## config.mk

```make
export PLATFORM = sky130hd
export DESIGN_NAME = fpu_norm_round_pipe
export DESIGN_NICKNAME = d
export VERILOG_FILES = /design/src/rtl/fpu_pkg.sv /design/src/rtl/fpu_lzc.sv /design/src/rtl/fpu_norm_round_pipe.sv
export SDC_FILE = /design/constraint.sdc
export NUM_CORES = 1
export LEC_CHECK = 0
export ABC_CLOCK_PERIOD_IN_PS = 5400
export BUFFER_PORTS_ARGS = -buffer_cell sky130_fd_sc_hd__buf_2
export CAP_MARGIN = 20
export CORE_AREA = 3 3 135 137
export DETAILED_ROUTE_END_ITERATION = 12
export DIE_AREA = 0 0 138 140
export GPL_TIMING_DRIVEN = 0
export MAX_ROUTING_LAYER = met4
export PLACE_DENSITY_LB_ADDON = 0.2
export SYNTH_ARGS = -nofsm -noshare
export SYNTH_HDL_FRONTEND = slang
export SYNTH_SLANG_ARGS = --single-unit
```

## constraint.sdc

```tcl
create_clock -name clk -period 5.4 [get_ports clk]
set_input_delay 0.27 -clock clk [delete_from_list [all_inputs] [get_ports clk]]
set_output_delay 0.27 -clock clk [all_outputs]
set_load 0.05 [all_outputs]
```

## src/rtl/fpu_pkg.sv

```systemverilog
// fpu_pkg: shared definitions for the FPU normalise/round datapath.
//   rmode_e    : IEEE-754 rounding modes as carried on in_rmode
//   FLG_*      : bit positions inside the 4-bit exception flag vector
//   round_inc  : decides whether the rounded fraction gets +1 ulp
package fpu_pkg;

  typedef enum logic [1:0] {
    RM_RNE = 2'd0,  // round to nearest, ties to even
    RM_RTZ = 2'd1,  // round toward zero
    RM_RUP = 2'd2,  // round toward +inf
    RM_RDN = 2'd3   // round toward -inf
  } rmode_e;

  localparam int FLG_OVF  = 3;
  localparam int FLG_UNF  = 2;
  localparam int FLG_NX   = 1;
  localparam int FLG_ZERO = 0;

  // lsb is the fraction LSB that survives rounding; g/r/s are the
  // guard, round and sticky bits below it.
  function automatic logic round_inc(input rmode_e rm, input logic sign,
                                     input logic lsb, input logic g,
                                     input logic r, input logic s);
    logic inc;
    inc = 1'b0;
    case (rm)
      RM_RNE: inc = g & (r | s | lsb);
      RM_RTZ: inc = 1'b0;
      RM_RUP: inc = !sign & (g | r | s);
      RM_RDN: inc = sign & (g | r | s);
      default: inc = 1'b0;
    endcase
    return inc;
  endfunction

endpackage

```

## src/rtl/fpu_lzc.sv

```systemverilog
// fpu_lzc: combinational leading-zero counter.
//   din  [W-1:0]          : value to scan, MSB first
//   cnt  [clog2(W+1)-1:0] : number of zeros above the first set bit (W if none)
//   zero                  : din is all zeros
module fpu_lzc #(
  parameter int W = 26
) (
  input  logic [W-1:0]           din,
  output logic [$clog2(W+1)-1:0] cnt,
  output logic                   zero
);

  localparam int CNT_W = $clog2(W+1);

  // Scanning upward lets the highest set bit win; this unrolls into a
  // priority encoder, not a sequential search.
  always_comb begin
    // NOTE: every always_comb output gets a default first so no path leaves it unassigned (no latch).
    cnt = CNT_W'(W);
    for (int i = 0; i < W; i++) begin
      if (din[i]) cnt = CNT_W'(W - 1 - i);
    end
  end

  assign zero = ~|din;

endmodule

```

## src/rtl/fpu_norm_round_pipe.sv

```systemverilog
// fpu_norm_round_pipe: 3-stage normalise, round and pack stage.
//   clk, rst               : clock, asynchronous active-high reset
//   in_valid / in_ready    : input handshake
//   in_sign, in_exp        : sign and biased exponent of the hidden-bit position
//   in_mant                : {carry, hidden, fraction, G, R}
//   in_sticky              : OR of all bits below R
//   in_rmode               : rounding mode for this beat (fpu_pkg::rmode_e)
//   out_valid / out_ready  : output handshake
//   out_result             : packed {sign, exp, frac}
//   out_flags              : {overflow, underflow, inexact, zero}
// Stages: S1 carry detect + LZC, S2 shift + exponent adjust, S3 round + pack
// into the out_* registers.
module fpu_norm_round_pipe
  import fpu_pkg::*;
#(
  parameter int MANT_W = 23,
  parameter int EXP_W  = 8
) (
  input  logic                    clk,
  input  logic                    rst,
  input  logic                    in_valid,
  output logic                    in_ready,
  input  logic                    in_sign,
  input  logic [EXP_W-1:0]        in_exp,
  input  logic [MANT_W+3:0]       in_mant,
  input  logic                    in_sticky,
  input  logic [1:0]              in_rmode,
  output logic                    out_valid,
  input  logic                    out_ready,
  output logic [EXP_W+MANT_W:0]   out_result,
  output logic [3:0]              out_flags
);

  localparam int NORM_W = MANT_W + 3;            // {hidden, fraction, G, R}
  localparam int CNT_W  = $clog2(NORM_W + 1);
  localparam int SH_W   = $clog2(NORM_W);
  localparam int XW     = EXP_W + 1;             // exponent math never wraps
  localparam logic [XW-1:0]    EXP_MAX  = XW'((1 << EXP_W) - 1);
  localparam logic [EXP_W-1:0] EXP_MAXF = EXP_W'((1 << EXP_W) - 2);

  // Handshake: each stage may load when it is empty or its successor moves.
  logic s1_valid, s2_valid;
  logic ready1, ready2, ready3;
  assign ready3   = !out_valid || out_ready;
  assign ready2   = !s2_valid || ready3;
  assign ready1   = !s1_valid || ready2;
  assign in_ready = ready1;

  // ---------------- S1: carry detect, LZC, stage rounding mode ----------------
  logic [CNT_W-1:0] lzc_cnt;
  logic             lzc_zero;

  fpu_lzc #(.W(NORM_W)) u_lzc (
    .din  (in_mant[NORM_W-1:0]),
    .cnt  (lzc_cnt),
    .zero (lzc_zero)
  );

  logic             s1_sign, s1_sticky, s1_zero;
  logic [EXP_W-1:0] s1_exp;
  logic [NORM_W:0]  s1_mant;
  logic [CNT_W-1:0] s1_lzc;
  rmode_e           s1_rmode;

  // ---------------- S2: shift and exponent adjust ----------------
  logic [XW-1:0]     e_base, e_lim, lzc_x, sh_x, s2_exp_d;
  logic [SH_W-1:0]   shamt;
  logic [NORM_W-1:0] s2_norm_d;
  logic              s2_sticky_d;

  always_comb begin
    // Subnormal inputs (exp 0) sit at the same scale as exp 1.
    e_base = (s1_exp == '0) ? XW'(1) : {1'b0, s1_exp};
    e_lim  = e_base - XW'(1);
    lzc_x  = XW'(s1_lzc);
    // Never shift past exponent 1: the rest of the shift becomes a subnormal.
    sh_x   = (lzc_x < e_lim) ? lzc_x : e_lim;
    // An all-zero mantissa has nothing to align; keeps shamt in range.
    shamt  = s1_zero ? '0 : SH_W'(sh_x);
    if (s1_mant[NORM_W]) begin
      s2_norm_d   = s1_mant[NORM_W:1];
      s2_exp_d    = {1'b0, s1_exp} + XW'(1);
      s2_sticky_d = s1_sticky | s1_mant[0];
    end else begin
      s2_norm_d   = s1_mant[NORM_W-1:0] << shamt;
      s2_exp_d    = e_base - XW'(shamt);
      s2_sticky_d = s1_sticky;
    end
  end

  logic              s2_sign, s2_sticky;
  logic [XW-1:0]     s2_exp;
  logic [NORM_W-1:0] s2_norm;
  rmode_e            s2_rmode;

  // ---------------- S3: round and pack ----------------
  logic               hidden, g, r, lsb, nx, tiny, inc, inc_near, ovf, to_inf;
  logic [MANT_W-1:0]  frac;
  logic [MANT_W+1:0]  sig;
  logic [XW-1:0]      exp_rnd, exp_near;
  logic [EXP_W-1:0]   exp_field;
  logic [EXP_W+MANT_W:0] res_d;
  logic [3:0]         flg_d;

  always_comb begin
    hidden = s2_norm[NORM_W-1];
    frac   = s2_norm[NORM_W-2:2];
    lsb    = s2_norm[2];
    g      = s2_norm[1];
    r      = s2_norm[0];
    nx     = g | r | s2_sticky;
    tiny   = !hidden;
    inc      = round_inc(s2_rmode, s2_sign, lsb, g, r, s2_sticky);
    inc_near = round_inc(RM_RNE, s2_sign, lsb, g, r, s2_sticky);
    sig      = {1'b0, hidden, frac} + (MANT_W+2)'(inc);
    exp_rnd  = s2_exp + XW'(sig[MANT_W+1]);
    // Overflow is decided on magnitude (nearest rounding); the mode only
    // chooses between Inf and the largest finite value.
    exp_near = s2_exp + XW'(inc_near & hidden & (&frac));
    ovf      = (exp_rnd >= EXP_MAX) || (exp_near >= EXP_MAX);
    to_inf   = (s2_rmode == RM_RNE) || (s2_rmode == RM_RUP && !s2_sign) ||
               (s2_rmode == RM_RDN && s2_sign);

    // A subnormal that rounds into the hidden bit keeps s2_exp, which is 1.
    if (sig[MANT_W+1])   exp_field = exp_rnd[EXP_W-1:0];
    else if (sig[MANT_W]) exp_field = s2_exp[EXP_W-1:0];
    else                 exp_field = '0;

    res_d = {s2_sign, exp_field, sig[MANT_W-1:0]};
    flg_d = '0;
    if (ovf) begin
      flg_d[FLG_OVF] = 1'b1;
      flg_d[FLG_NX]  = 1'b1;
      res_d = to_inf ? {s2_sign, {EXP_W{1'b1}}, {MANT_W{1'b0}}}
                     : {s2_sign, EXP_MAXF, {MANT_W{1'b1}}};
    end else begin
      flg_d[FLG_UNF]  = tiny & nx;
      flg_d[FLG_NX]   = nx;
      flg_d[FLG_ZERO] = (exp_field == '0) && (sig[MANT_W-1:0] == '0);
    end
  end

  // Control and output registers: cleared by reset so no beat survives it.
  always_ff @(posedge clk or posedge rst) begin
    if (rst) begin
      s1_valid   <= 1'b0;
      s2_valid   <= 1'b0;
      out_valid  <= 1'b0;
      out_result <= '0;
      out_flags  <= '0;
    end else begin
      // NOTE: sequential state uses non-blocking assignments so every stage samples pre-edge values.
      if (ready1) s1_valid <= in_valid;
      if (ready2) s2_valid <= s1_valid;
      if (ready3) begin
        out_valid <= s2_valid;
        if (s2_valid) begin
          out_result <= res_d;
          out_flags  <= flg_d;
        end
      end
    end
  end

  // NOTE: payload registers are not reset; their valid bit already masks stale contents.
  always_ff @(posedge clk) begin
    if (in_valid && ready1) begin
      s1_sign   <= in_sign;
      s1_exp    <= in_exp;
      s1_mant   <= in_mant;
      s1_sticky <= in_sticky;
      s1_rmode  <= rmode_e'(in_rmode);
      s1_lzc    <= lzc_cnt;
      s1_zero   <= lzc_zero;
    end
    if (s1_valid && ready2) begin
      s2_sign   <= s1_sign;
      s2_rmode  <= s1_rmode;
      s2_exp    <= s2_exp_d;
      s2_norm   <= s2_norm_d;
      s2_sticky <= s2_sticky_d;
    end
  end

endmodule

```

After elaboration in Yosys (flattened, before gate mapping)
Cells that the tools add are included.
{ "word_totals": {"register_bits": 123, "input_bits": 43, "out_inout_bits": 38} }
{ "classes": {"addsub": 6, "magnitude_cmp": 3, "n_eq_ne": 3, "shift": 1, "muxes": 40, "bitwise_logic": 11, "n_reduce_logical": 28} }
{ "ops": {"columns": ["operator", "n"], "rows": [
  ["2-to-1 mux 4 bit", 16],
  ["2-to-1 mux 31 bit", 1],
  ["OR reduction 26 bit", 1],
  ["left shift 26 x 5 -> 26 bit", 1],
  ["adder 24 x 1 -> 25 bit", 1],
  ["2-to-1 mux 25 bit", 1],
  ["2-to-1 mux 24 bit", 1],
  ["2-to-1 mux 8 bit", 3],
  ["zero test 23 bit", 1],
  ["AND reduction 23 bit", 1],
  ["adder 9 x 1 -> 9 bit", 2],
  ["greater-or-equal comparator 9 x 8 -> 1 bit (second input constant)", 2],
  ["zero test 8 bit", 2],
  ["OR reduction 16 bit", 1],
  ["2-to-1 mux 3 bit", 4],
  ["2-to-1 mux 5 bit", 2],
  ["adder 8 x 1 -> 9 bit (second input constant)", 1],
  ["< comparator 5 x 9 -> 1 bit", 1],
  ["2-to-1 mux 9 bit", 1],
  ["subtractor 8 x 1 -> 9 bit (second input constant)", 1],
  ["subtractor 8 x 5 -> 9 bit", 1],
  ["2-to-1 mux 2 bit", 4],
  ["OR reduction 8 bit", 1],
  ["bitwise AND 1 bit", 6],
  ["12 further kinds", 36]
]} }

Logic depth before layout (Yosys ltp)
Gate-level depths: netlist (run 1).
{ "depth": {"depth_word": 25, "depth_mapped": 26, "mapped_depth_nobuf": 24} }

Hierarchy
From an unflattened synthesis (run 1), not the netlist that was laid out.
{ "unflattened": {"cells_unflattened": 846, "hier_area_um2": 7843.8} }
{ "modules_own_cells": {"columns": ["module", "n_inst", "cells_per_inst", "area_each_um2", "seq_area_each_um2"], "rows": [
  ["fpu_norm_round_pipe", 1, 795, 7549.7, 3498.4],
  ["fpu_lzc", 1, 51, 294.0, 0.0]
]} }

Worst setup path before layout (run 1)
OpenSTA, ideal clock, no wires.
{ "synth_path": {"kind": "register to register", "start": "register s1_exp[5]", "end": "register s2_exp[7] (data pin)", "arrival_time_ns": 5.187, "setup_slack_ns": -0.046, "stages_incl_launch_ff": 26, "path_buffers": 3, "synth_period_minus_slack_ns": 5.446, "cell_sequence": "edfxtp_1 clkbuf_1 nor4_1 a21o_1 inv_1 ha_1 nand2_1 xor2_1 ha_1 and4_1 a21oi_1 o211ai_1 a21o_1 and3_1 clkinv_1 buf_1 clkbuf_1 ha_1 nor2b_1 o21ai_0 nand2b_1 a21o_1 a211o_1 nor3_1 a31oi_1 xnor2_1"} }
{ "synth_via": {"elab_chain_cells": 8, "elab_cells_between_ends": 9} }
{ "synth_rtl": {"columns": ["element", "line_no", "rtl"], "rows": [
  ["start, declared", "fpu_norm_round_pipe.sv:60", "logic [EXP_W-1:0] s1_exp;"],
  ["start signal, assigned", "fpu_norm_round_pipe.sv:169", "s1_exp <= in_exp;"],
  ["zero test 8 bit", "fpu_norm_round_pipe.sv:73", "e_base = (s1_exp == '0) ? XW'(1) : {1'b0, s1_exp};"],
  ["2-to-1 mux 8 bit", "fpu_norm_round_pipe.sv:73", null],
  ["subtractor 8 x 1 -> 9 bit", "fpu_norm_round_pipe.sv:74", "e_lim = e_base - XW'(1);"],
  ["< comparator 5 x 9 -> 1 bit", "fpu_norm_round_pipe.sv:77", "sh_x = (lzc_x < e_lim) ? lzc_x : e_lim;"],
  ["2-to-1 mux 5 bit", "fpu_norm_round_pipe.sv:77", null],
  ["2-to-1 mux 5 bit", "fpu_norm_round_pipe.sv:79", "shamt = s1_zero ? '0 : SH_W'(sh_x);"],
  ["subtractor 8 x 5 -> 9 bit", "fpu_norm_round_pipe.sv:86", "s2_exp_d = e_base - XW'(shamt);"],
  ["2-to-1 mux 9 bit (*)", "fpu_norm_round_pipe.sv:80", "if (s1_mant[NORM_W]) begin"],
  ["named net s2_exp_d[7]", "fpu_norm_round_pipe.sv:66", "logic [XW-1:0] e_base, e_lim, lzc_x, sh_x, s2_exp_d;"],
  ["end signal, assigned", "fpu_norm_round_pipe.sv:179", "s2_exp <= s2_exp_d;"],
  ["end, declared", "fpu_norm_round_pipe.sv:92", "logic [XW-1:0] s2_exp;"]
]} }
The timed path passes the listed nets; every way through them passes the cells marked *.
A chain may end at the register's enable or synchronous reset.

Worst setup path in the final report (run 1)
{ "layout_path": {"start": "register s1_exp[2]", "end": "register s2_exp[7] (data pin)"} }
Same word-level chain as after synthesis.

==> key figures, run 1 <==
Outcome
  – Status: finished, violations left
  – Failing checks: negative hold slack

Floorplanning
  – Chip width: 138 um
  – Core Region: 17200 um2
  – Row Count: 48
  – Die Area: 19300 um2
  – # IOs: 81
  – Die Ht: 140 um
  – Initial Util: 0.458

Clock network
  – Clock Sink Count: 123
  – CTS H-tree lvls: 4
  – CTS buffer count: 17
  – Clock buffer depth: 2
  – Post-CTS Hold Fix Bufs: 0
  – Clk slew on worst S/H paths: 0.06 ns
  – CTS tree: built
  – Clk_lat worst skew: 0.42 ns
  – CTS root buffer: clkbuf_16

Timing
  – Final Hold Vio Count: 6
  – Fmax: 195 MHz
  – Clock Skew: 0.0100 ns
  – Max-slew violation count: 0
  – Crit path time final: 5.14 ns
  – Worst Setup Slack, final: 0.259 ns
  – Final setup viols: 0
  – Worst Tran Pin Value: 0.942 ns
  – Crit share post-route: 0.952
  – Setup TNS: 0 ns
  – Hold Worst Slack: -0.00715 ns
  – RSZ-0062 raised after global routing: true
  – Slew HR: 0.366

GRT
  – Antenna violations before repair: 0
  – Total gr overflow: 0
  – First-pass GRT wire length: 35.3 mm
  – Vias in the first global route: 6606
  – Largest net degree at the start of global routing: 42
  – GRT Util Overall: 0.232

Worst setup path
  – Reg2reg path depth: 24
  – Critical Path, Cell by Cell: buf_6 -> nor4_4 -> a21o_1 -> inv_2 -> ha_2 -> nand2_1 -> xor2_2 -> ha_1 -> and4_2 -> a21oi_4 -> o211ai_1 -> a21o_1 -> and3_1 -> inv_4 -> buf_6 -> ha_1 -> nor2b_1 -> o21ai_0 -> nand2b_1 -> a21o_1 -> a211o_1 -> nor3_1 -> a31oi_1 -> xnor2_1
  – CP Capture Type: register
  – Crit-path max FO: 19
  – CP arrival: 5.30 ns
  – CP peak stage delay: 0.37 ns
  – Critical Path RT: 5.56 ns
  – Reg-to-reg startpoint: s1_exp[2]
  – Worst setup path class: register to register
  – Crit start category: register
  – Slowest-stage cell, CP: edfxtp_1
  – CP dominant cell by count: a21o_1
  – R2R Path End: s2_exp[7]
  – Reg2Reg Setup Slack: 0.26 ns

Placement
  – Port buffer count: 80
  – Routability cong.: 0.959
  – # placed instances: 1140
  – Worst slack, placed: -0.964 ns
  – Post-DP HPWL: 16.5 mm

Power
  – Power per cell area: 357 nW/um2
  – Max VDD drop: 0.258 mV
  – Leakage Power: 3.59 nW

Yosys
  – Area leader, netlist: edfxtp_1
  – EDFF count, synth: 84
  – YS warnings: 0
  – Synth cell types: 72
  – Async SR Flop Fraction: 0.317
  – Most frequent cell after synthesis: edfxtp_1
  – Syn Inst Count: 834
  – Post-Syn Nets: 897
  – Sequential area share after synthesis: 0.444
  – Synthesized area per cell: 9.44 um2
  – Mapped cell area: 7870 um2
  – Top_reg_cell synth: edfxtp_1
  – Top cell type's share of synthesized area: 0.320
  – Yosys reg bits: 123
  – Post-synth top cells: 84 x edfxtp_1, 82 x nor2_1, 76 x nand2_1, 47 x o21ai_0, 42 x nand3_1
  – Largest cells by area after synthesis: edfxtp_1 32%, dfrtp_1 12%, nor2_1 3.9%, nand2_1 3.6%, ha_1 3.0%

Layout
  – Fillers: 1607
  – Multi-input logic area: 4160 um2
  – Layout cells sized above 1: 0.183
  – Nets: 1001
  – Final core occ: 0.543
  – # diodes: 0
  – Flip-flop and latch area: 3500 um2
  – Fin cells: 1176
  – Area grow syn2layout: 18.5%

Hold path
  – Tightest Hold Check Type: primary input to async pin

Drt
  – Final WL: 21.7 mm
  – Initial detailed-routing violation count: 630
  – Drt via density: 5.86
  – Via count: 6895
  – Post-route DRC: 0
  – Post-DRT Antenna Nets: 0
  – DRT Pass-1 Iters: 5
  – Routed length per instance: 18.5 um

Run
  – Max-cap violations: 0
placed cells by master, fill, tap and decap left out, drive strengths merged, types with 12 or more instances in the layout:
master / n
a211oi: 14
a21oi: 34
a32oi: 16
and2: 12
and3: 15
buf: 106
clkbuf: 48
dfrtp: 39
edfxtp: 84
ha: 19
inv: 25
mux2i: 17
nand2: 78
nand3: 42
nand4: 15
nor2: 82
nor2b: 23
nor3: 21
nor4: 16
o21ai: 48
o22a: 20
xnor2: 23
xor2: 13
timing repair:
| item | CTS | global route |
|---|---|---|
| hold endpoints to repair | 0 | 0 |
| setup endpoints to repair | 39 | 38 |
| gates resized for setup | 15 | 24 |
| buffers inserted | 3 | 6 |
| pin swaps | 0 | 6 |
flip-flops by register name, summed over array words and instances (netlist names):
signal	cells
out_valid	1
s1_sign	1
out_flags	4
s1_sticky	1
s2_sticky	1
s1_mant	27
s2_exp	9
s2_sign	1
s1_exp	8
s1_rmode	2
s2_valid	1
s2_rmode	2
out_result	32
s1_valid	1
s1_zero	1
s1_lzc	5
s2_norm	26
through the flow:
| step | hold slack (ns) | power, mW | cell area [um2] |
|---|---|---|---|
| floorplan | 0.369 | 1.93 | 7880 |
| global placement | 0.406 | 2.19 | 8560 |
| detailed placement | 0.406 | 2.19 | 8580 |
| CTS | 0.00774 | 3.33 | 9240 |
| global route | 0.0122 | 3.49 | 9320 |
| finish | -0.00715 | 3.33 | 9320 |
cells by family after synthesis:
group,Yosys count,share of synthesized area
fa+ha+maj,20,0.0327
compound gates,228,0.207
xor+xnor,36,0.0401
simple gates,330,0.207
buf+inv,75,0.0407
mux,22,0.0288
flops,123,0.444
power breakdown:
group	internal, mW	total, mW	switching [mW]	leakage [nW]
Sequential	1.16	1.25	0.0932	1.26
Combinational	0.298	0.954	0.656	2.06
Clock	0.677	1.12	0.445	0.271
worst max-delay path by stage:
stage / start / slack [ns] / depth (start not counted) / end
final: s1_exp[2] / 0.26 / 24 / s2_exp[7]
after global routing: s1_exp[2] / -0.02 / 24 / s2_exp[7]
after CTS: s1_exp[5] / -0.09 / 23 / s2_exp[7]
after detailed placement: s1_exp[0] / -0.96 / 26 / s2_exp[7]
after global placement: s1_exp[0] / -0.96 / 26 / s2_exp[7]
after floorplan: s1_exp[5] / 0.03 / 25 / s2_exp[7]
worst max-delay path: cells and delay by family, from the launching register on:
kind / cells / cell delay, ns
buf+inv: 4 / 0.58
flops: 1 / 0.37
xor+xnor: 2 / 0.32
compound gates: 8 / 1.59
simple gates: 7 / 1.25
fa+ha+maj: 3 / 0.74
cell type report:
cell class	count	area share
sequential	123	0.375
tap	225	0.0302
clock buffer	17	0.0456
clock inverter	15	0.0158
buffer	47	0.0247
timing repair buffer	90	0.0523
multi-input combinational	636	0.446
inverter	23	0.00980
routing by layer:
metal | global-route usage | wire [um] | up-vias
met2 | 0.369 | 10200 | 237
met4 | 0.0879 | 717 | 0
met1 | 0.297 | 9730 | 3236
met3 | 0.0423 | 1050 | 54
li1 | - | - | 3368
met5 | - | 0 | -
(Power assumes the default switching activity.)
==> run 2, diff against run 1 <==
ABC_AREA = 1   (was default)
==> key figures, run 2 <==
Outcome
  – Status: finished, violations left (unchanged)
  – Failing checks: negative hold slack (unchanged)

Clock network
  – CTS tree: built (unchanged)
  – CTS buffer count: 17 (unchanged)
  – Clk slew on worst S/H paths: 0.06 ns (about the same)
  – CTS H-tree lvls: 4 (unchanged)
  – Clk_lat worst skew: 0.43 ns (was 0.42 ns)
  – Clock Sink Count: 123 (unchanged)
  – Clock buffer depth: 2 (unchanged)
  – CTS root buffer: clkbuf_16 (unchanged)

Layout
  – Largest regs: out_result: 32 flops, s1_mant: 27 flops, s2_norm: 26 flops (unchanged)
  – Area grow syn2layout: 18.8% (was 18.5%)
  – Final core occ: 0.541 (was 0.543)
  – # diodes: 0 (unchanged)
  – Max reg flops: 32 (unchanged)
  – Layout cells sized above 1: 0.178 (was 0.183)
  – Nets: 1141 (was 1001)
  – Top reg by flops: out_result (unchanged)
  – Commonest non-fill, non-tap cell in the layout: nand2_1 (was buf_2)
  – Most frequent cells in the layout: 258 x nand2_1, 119 x nand3_1, 98 x inv_1 (was 90 x buf_2, 84 x edfxtp_1, 81 x nor2_1)

Yosys
  – Synth cell types: 58 (was 72)
  – Syn Inst Count: 970 (was 834)
  – Mapped cell area: 7820 um2 (was 7870 um2)
  – YS warnings: 0 (unchanged)
  – Largest cells by area after synthesis: edfxtp_1 32%, dfrtp_1 12%, nand2_1 12%, nand3_1 7.6%, inv_1 4.8% (was edfxtp_1 32%, dfrtp_1 12%, nor2_1 3.9%, nand2_1 3.6%, ha_1 3.0%)
  – Sequential area share after synthesis: 0.447 (was 0.444)
  – Post-Syn Nets: 1033 (was 897)
  – Area leader, netlist: edfxtp_1 (unchanged)
  – Most frequent cell after synthesis: nand2_1 (was edfxtp_1)
  – Async SR Flop Fraction: 0.317 (unchanged)
  – Top_reg_cell synth: edfxtp_1 (unchanged)
  – EDFF count, synth: 84 (unchanged)
  – Top cell type's share of synthesized area: 0.322 (was 0.320)
  – Yosys reg bits: 123 (unchanged)
  – Synthesized area per cell: 8.07 um2 (was 9.44 um2)
  – Post-synth top cells: 259 x nand2_1, 119 x nand3_1, 101 x inv_1, 84 x edfxtp_1, 68 x nor2_1 (was 84 x edfxtp_1, 82 x nor2_1, 76 x nand2_1, 47 x o21ai_0, 42 x nand3_1)

Drt
  – Via count: 6937 (was 6895)
  – Post-DRT Antenna Nets: 0 (unchanged)
  – Final WL: 21.1 mm (was 21.7 mm)
  – Routed length per instance: 16.1 um (was 18.5 um)
  – Post-route DRC: 0 (unchanged)
  – Drt via density: 5.27 (was 5.86)
  – DRT Pass-1 Iters: 5 (unchanged)
  – Initial detailed-routing violation count: 426 (was 630)

Placement
  – Worst slack, placed: 0.219 ns (was -0.964 ns)
  – Post-DP HPWL: 16.5 mm (about the same)
  – Port buffer count: 80 (unchanged)
  – Routability cong.: 1.00 (was 0.959)

GRT
  – Gr busiest metal: met2 (unchanged)
  – GRT Util Overall: 0.230 (was 0.232)
  – Vias in the first global route: 6733 (was 6606)
  – Largest net degree at the start of global routing: 46 (was 42)
  – Antenna violations before repair: 0 (unchanged)
  – Total gr overflow: 0 (unchanged)
  – GR Util met2: 0.373 (was 0.369)
  – First-pass GRT wire length: 34.6 mm (was 35.3 mm)
  – Met1 Resource Use GR: 0.287 (was 0.297)
  – Met3 Use GR: 0.0372 (was 0.0423)

Floorplanning
  – Die Area: 19300 um2 (unchanged)
  – Initial Util: 0.455 (was 0.458)
  – Core Region: 17200 um2 (unchanged)
  – Chip width: 138 um (unchanged)
  – Row Count: 48 (unchanged)
  – Die Ht: 140 um (unchanged)
  – # IOs: 81 (unchanged)

Timing
  – Clock Skew: 0.0107 ns (was 0.0100 ns)
  – Crit path time final: 4.98 ns (was 5.14 ns)
  – Slew HR: 0.376 (was 0.366)
  – Setup TNS: 0 ns (unchanged)
  – Crit share post-route: 0.922 (was 0.952)
  – Hold Worst Slack: -0.00387 ns (was -0.00715 ns)
  – Worst Setup Slack, final: 0.421 ns (was 0.259 ns)
  – Fmax: 201 MHz (was 195 MHz)
  – Worst Tran Pin Value: 0.936 ns (was 0.942 ns)
  – Final Hold Vio Count: 8 (was 6)
  – Final setup viols: 0 (unchanged)
  – Max-slew violation count: 0 (unchanged)

Power
  – Power per cell area: 450 nW/um2 (was 357 nW/um2)
  – Clock Power Share: 0.299 (was 0.337)
  – Logic gate share of total power: 0.360 (was 0.287)
  – P_int: 2.48 mW (was 2.13 mW)
  – Sw power: 1.70 mW (was 1.19 mW)
  – Max VDD drop: 0.339 mV (was 0.258 mV)
  – Switching power share of the total: 0.407 (was 0.359)
  – Leakage Power: 4.22 nW (was 3.59 nW)
  – Seq pwr share: 0.341 (was 0.376)

Worst setup path
  – CP dominant cell by count: ha_1 (was a21o_1)
  – Worst setup path class: register to register (unchanged)
  – Reg-to-reg startpoint: s1_exp[0] (was s1_exp[2])
  – CP Capture Type: register (unchanged)
  – Crit-path max FO: 10 (was 19)
  – CP Buf/Inv Count: 5 (was 4)
  – Reg2Reg Setup Slack: 0.42 ns (was 0.26 ns)
  – Critical path's top delay family: simple AND/OR/NAND/NOR gates (was compound AO/OA/AOI/OAI gates)
  – R2R Path End: s2_exp[7] (unchanged)
  – Crit start category: register (unchanged)
  – Slowest-stage cell, CP: clkbuf_1 (was edfxtp_1)
  – CP arrival: 5.15 ns (was 5.30 ns)
  – Reg2reg path depth: 25 (was 24)
  – Critical Path RT: 5.57 ns (was 5.56 ns)
  – Worst setup path start: s1_exp[0] (was s1_exp[2])
  – CP peak stage delay: 0.45 ns (was 0.37 ns)

Run
  – Max-cap violations: 0 (unchanged)

Hold path
  – Tightest Hold Check Type: primary input to async pin (unchanged)
run 2: changes by cell type in the layout (fill, tap and decap cells not counted), moves of 17 or more:
cell | previous run | this run
inv_1 | 18 | 98
mux2i_1 | 17 | 0
nand2_1 | 76 | 258
nand3_1 | 42 | 119
nor2b_1 | 23 | 0
o22a_1 | 20 | 3
xnor2_1 | 23 | 4
run 2: worst max path at each step:
stage | end | depth (start not counted)
floorplan | s2_exp[7] | 29
global placement | out_result[11] | 29
detailed placement | out_result[0] | 29
CTS | out_result[8] | 30
global route | out_result[14] | 30
finish | s2_exp[7] | 25
run 2: kinds of logic (layout without fill, tap and decap cells):
logic type      count (synthesis)  count (layout)  share of synthesized area
simple gates                  517             517                      0.300
xor+xnor                       29              29                     0.0325
fa+ha+maj                      20              20                     0.0329
buf+inv                       143             264                     0.0793
compound gates                138             138                      0.109
flops                         123             123                      0.447
run 2: cell type report:
cell class	count	area, um2
timing repair buffer	90	500
inverter	109	409
clock inverter	10	118
tap	225	282
sequential	123	3500
clock buffer	22	539
multi-input combinational	704	3730
buffer	33	218
fill	1676	7880
run 2: per-layer routing:
| metal | wire, um | share of wire |
|---|---|---|
| met1 | 9360 | 0.44 |
| met2 | 10100 | 0.48 |
| met3 | 935 | 0.044 |
| met4 | 706 | 0.033 |
| met5 | 0 | 0 |
run 2: power groups by stage:
| stage | combinational (mW) | sequential [mW] | clock, mW |
|---|---|---|---|
| floorplan | 0.637 | 1.87 | 0 |
| global placement | 1.45 | 1.44 | 0 |
| detailed placement | 1.48 | 1.44 | 0 |
| CTS | 1.48 | 1.43 | 1.27 |
| global route | 1.64 | 1.46 | 1.31 |
| finish | 1.50 | 1.43 | 1.25 |
run 2: worst register-to-register path, stage by stage (launching register included):
cell,delay [ns]
edfxtp_1,0.41
inv_1,0.16
ha_1,0.19
nand2_2,0.08
o21ai_4,0.20
inv_2,0.09
ha_1,0.23
or2_2,0.29
nand2_1,0.09
ha_1,0.25
a21oi_1,0.17
nor2_1,0.05
a211oi_1,0.21
o21ai_2,0.13
nand3_4,0.17
inv_2,0.08
or2_1,0.22
nand3_2,0.17
clkbuf_1,0.45
ha_1,0.36
inv_1,0.08
nor2_1,0.06
o21a_1,0.18
nor3_2,0.14
a32oi_1,0.13
xor2_1,0.15
run 2: what timing repair did:
action                                 CTS  global route
resized for setup                        0            18
setup endpoints to repair                0            32
endpoints found under the hold margin    2             0
buffers inserted                         0             7
hold buffers                             2             0
run 2: per-stage QoR:
stage / instance area [um2] / power [mW] / cells
finish: 9300 / 4.18 / 1316
CTS: 9210 / 4.18 / 1310
global route: 9300 / 4.41 / 1316
global placement: 8510 / 2.89 / 1275
floorplan: 7820 / 2.51 / 970
detailed placement: 8530 / 2.92 / 1276
==> run 3, diff against run 2 <==
CTS_BUF_LIST = sky130_fd_sc_hd__clkbuf_2   (was default)
==> key figures, run 3 (same netlist as run 2, synthesis figures left out) <==
Worst setup path
  – Worst setup path class: register to register (unchanged)
  – CP Capture Type: register (unchanged)
  – Worst setup path start: s1_exp[0] (unchanged)
  – CP arrival: 5.50 ns (was 5.15 ns)
  – Crit start category: register (unchanged)
  – Critical Path RT: 5.89 ns (was 5.57 ns)
  – Reg-to-reg startpoint: s1_exp[0] (unchanged)
  – Crit-path max FO: 10 (unchanged)

Floorplanning
  – Initial Util: 0.455 (unchanged)
  – Row Count: 48 (unchanged)
  – Core Region: 17200 um2 (unchanged)
  – Chip width: 138 um (unchanged)
  – Die Ht: 140 um (unchanged)
  – # IOs: 81 (unchanged)
  – Die Area: 19300 um2 (unchanged)

Timing
  – Clock Skew: 0.0436 ns (was 0.0107 ns)
  – Crit share post-route: 0.928 (was 0.922)
  – Crit path time final: 5.01 ns (was 4.98 ns)
  – Fmax: 200 MHz (was 201 MHz)
  – Slew HR: 0.378 (was 0.376)
  – Worst Tran Pin Value: 0.934 ns (was 0.936 ns)
  – Final Hold Vio Count: 0 (was 8)
  – Max-slew violation count: 0 (unchanged)
  – Final setup viols: 0 (unchanged)

GRT
  – Total gr overflow: 0 (unchanged)
  – First-pass GRT wire length: 35.1 mm (was 34.6 mm)
  – Met3 Use GR: 0.0454 (was 0.0372)
  – GR Util met2: 0.379 (was 0.373)
  – Vias in the first global route: 6896 (was 6733)
  – Largest net degree at the start of global routing: 46 (unchanged)
  – Antenna violations before repair: 0 (unchanged)
  – GRT Util Overall: 0.232 (was 0.230)
  – Gr busiest metal: met2 (unchanged)
  – Met1 Resource Use GR: 0.288 (was 0.287)

Drt
  – Final WL: 21.4 mm (was 21.1 mm)
  – Post-route DRC: 0 (unchanged)
  – Via count: 7123 (was 6937)
  – Routed length per instance: 15.7 um (was 16.1 um)
  – Post-DRT Antenna Nets: 0 (unchanged)
  – Drt via density: 5.24 (was 5.27)
  – DRT Pass-1 Iters: 5 (unchanged)
  – Initial detailed-routing violation count: 489 (was 426)

Outcome
  – Status: complete, no violations (was finished, violations left)

Clock network
  – Clock buffer depth: 2 (unchanged)
  – Clock Sink Count: 123 (unchanged)
  – CTS root buffer: clkbuf_2 (was clkbuf_16)
  – Clk_lat worst skew: 0.75 ns (was 0.43 ns)
  – Clk slew on worst S/H paths: 0.21 ns (was 0.06 ns)
  – CTS tree: built (unchanged)
  – CTS H-tree lvls: 4 (unchanged)
  – CTS buffer count: 17 (unchanged)

Placement
  – Placed cell area: 8530 um2 (unchanged)
  – Port buffer count: 80 (unchanged)
  – Post-DP HPWL: 16.5 mm (unchanged)
  – Routability cong.: 1.00 (unchanged)

Layout
  – Most frequent cells in the layout: 258 x nand2_1, 119 x nand3_1, 98 x inv_1 (unchanged)
  – Nets: 1183 (was 1141)
  – Area grow syn2layout: 19.9% (was 18.8%)
  – Design area: 9380 um2 (was 9300 um2)
  – Largest regs: out_result: 32 flops, s1_mant: 27 flops, s2_norm: 26 flops (unchanged)
  – Commonest non-fill, non-tap cell in the layout: nand2_1 (unchanged)
  – Max reg flops: 32 (unchanged)
  – Layout cells sized above 1: 0.171 (was 0.178)
  – Top reg by flops: out_result (unchanged)

Power
  – Leakage Power: 4.26 nW (was 4.22 nW)
  – Total power: 3.73 mW (was 4.18 mW)
  – Max VDD drop: 0.325 mV (was 0.339 mV)
  – Power per cell area: 398 nW/um2 (was 450 nW/um2)

Hold path
  – Tightest Hold Check Type: primary input to async pin (unchanged)

Run
  – Max-cap violations: 0 (unchanged)
-- run 3: cell count changes in the layout (fill, tap and decap cells not counted), moves of 2 or more --
cell / change
buf_2: +2
bufinv_16: +4
dlygate4sd3_1: +41
clkbuf_16: -21
clkbuf_4: -2
clkbuf_2: +17
-- run 3: layout make-up --
type | instances | area, um2
diodes | 1 | 2.50
plain buffers | 34 | 220
clock buffers | 17 | 85.1
clock inverters | 15 | 241
fillers | 1674 | 7800
inverters | 109 | 409
multi-input cells | 704 | 3730
flip-flops and latches | 123 | 3500
well taps | 225 | 282
repair buffers | 131 | 911
-- run 3: per-layer routing --
metal,wire [um],up-vias
li1,-,3587
met1,9500,3268
met2,10200,216
met3,926,52
met4,733,0
met5,0,-
-- run 3: metrics by stage --
step | hold WS [ns] | std cells | setup TNS (ns) | util | worst slack, ns
3_3_place_gp | 0.406 | 1275 | 0 | 0.495 | 0.189
5_1_grt | 0.168 | 1358 | -0.125 | 0.546 | -0.0311
3_5_place_dp | 0.408 | 1276 | 0 | 0.497 | 0.219
6_report | 0.203 | 1359 | 0 | 0.546 | 0.388
2_1_floorplan | 0.369 | 970 | 0 | - | 0.977
4_1_cts | 0.157 | 1351 | 0 | 0.541 | 0.163
-- run 3: path summary, 6_finish.rpt --
check                           slack [ns]  depth (start not counted)              to
worst max-delay path                  0.39                         25       s2_exp[6]
worst min-delay path                  0.20                          3  out_result[20]
worst max register to register        0.39                         25       s2_exp[6]
worst min register to register        0.44                          0     s2_rmode[0]
max in group asynchronous             4.70                          3  out_result[26]
min in group clk                      0.24                          2     s1_mant[19]
-- run 3: critical path: stages (launching register included) --
cell and delay (ns):
edfxtp_1 0.46, inv_1 0.16, ha_1 0.19, nand2_2 0.08, o21ai_4 0.20, inv_2 0.09, ha_1 0.23, or2_2 0.29
nand2_1 0.09, ha_1 0.25, a21oi_1 0.17, nor2_1 0.05, a211oi_1 0.22, o21ai_2 0.13, nand3_4 0.17, inv_2 0.08
or2_1 0.22, nand3_2 0.17, clkbuf_1 0.46, ha_1 0.24, inv_1 0.06, o31ai_1 0.31, nand2_1 0.13, nand2_1 0.09
o21ai_0 0.11, xor2_1 0.15
-- run 3: what timing repair did --
action,CTS,global route
setup buffers,0,7
gates resized for setup,0,18
hold buffers,43,0
endpoints found under the hold margin,87,0
setup endpoints to repair,0,32
-- run 3: power breakdown --
| group | switching [mW] | internal [mW] |
|---|---|---|
| Sequential | 0.151 | 1.27 |
| Clock | 0.384 | 0.400 |
| Combinational | 1.11 | 0.421 |
| Total | 1.64 | 2.09 |
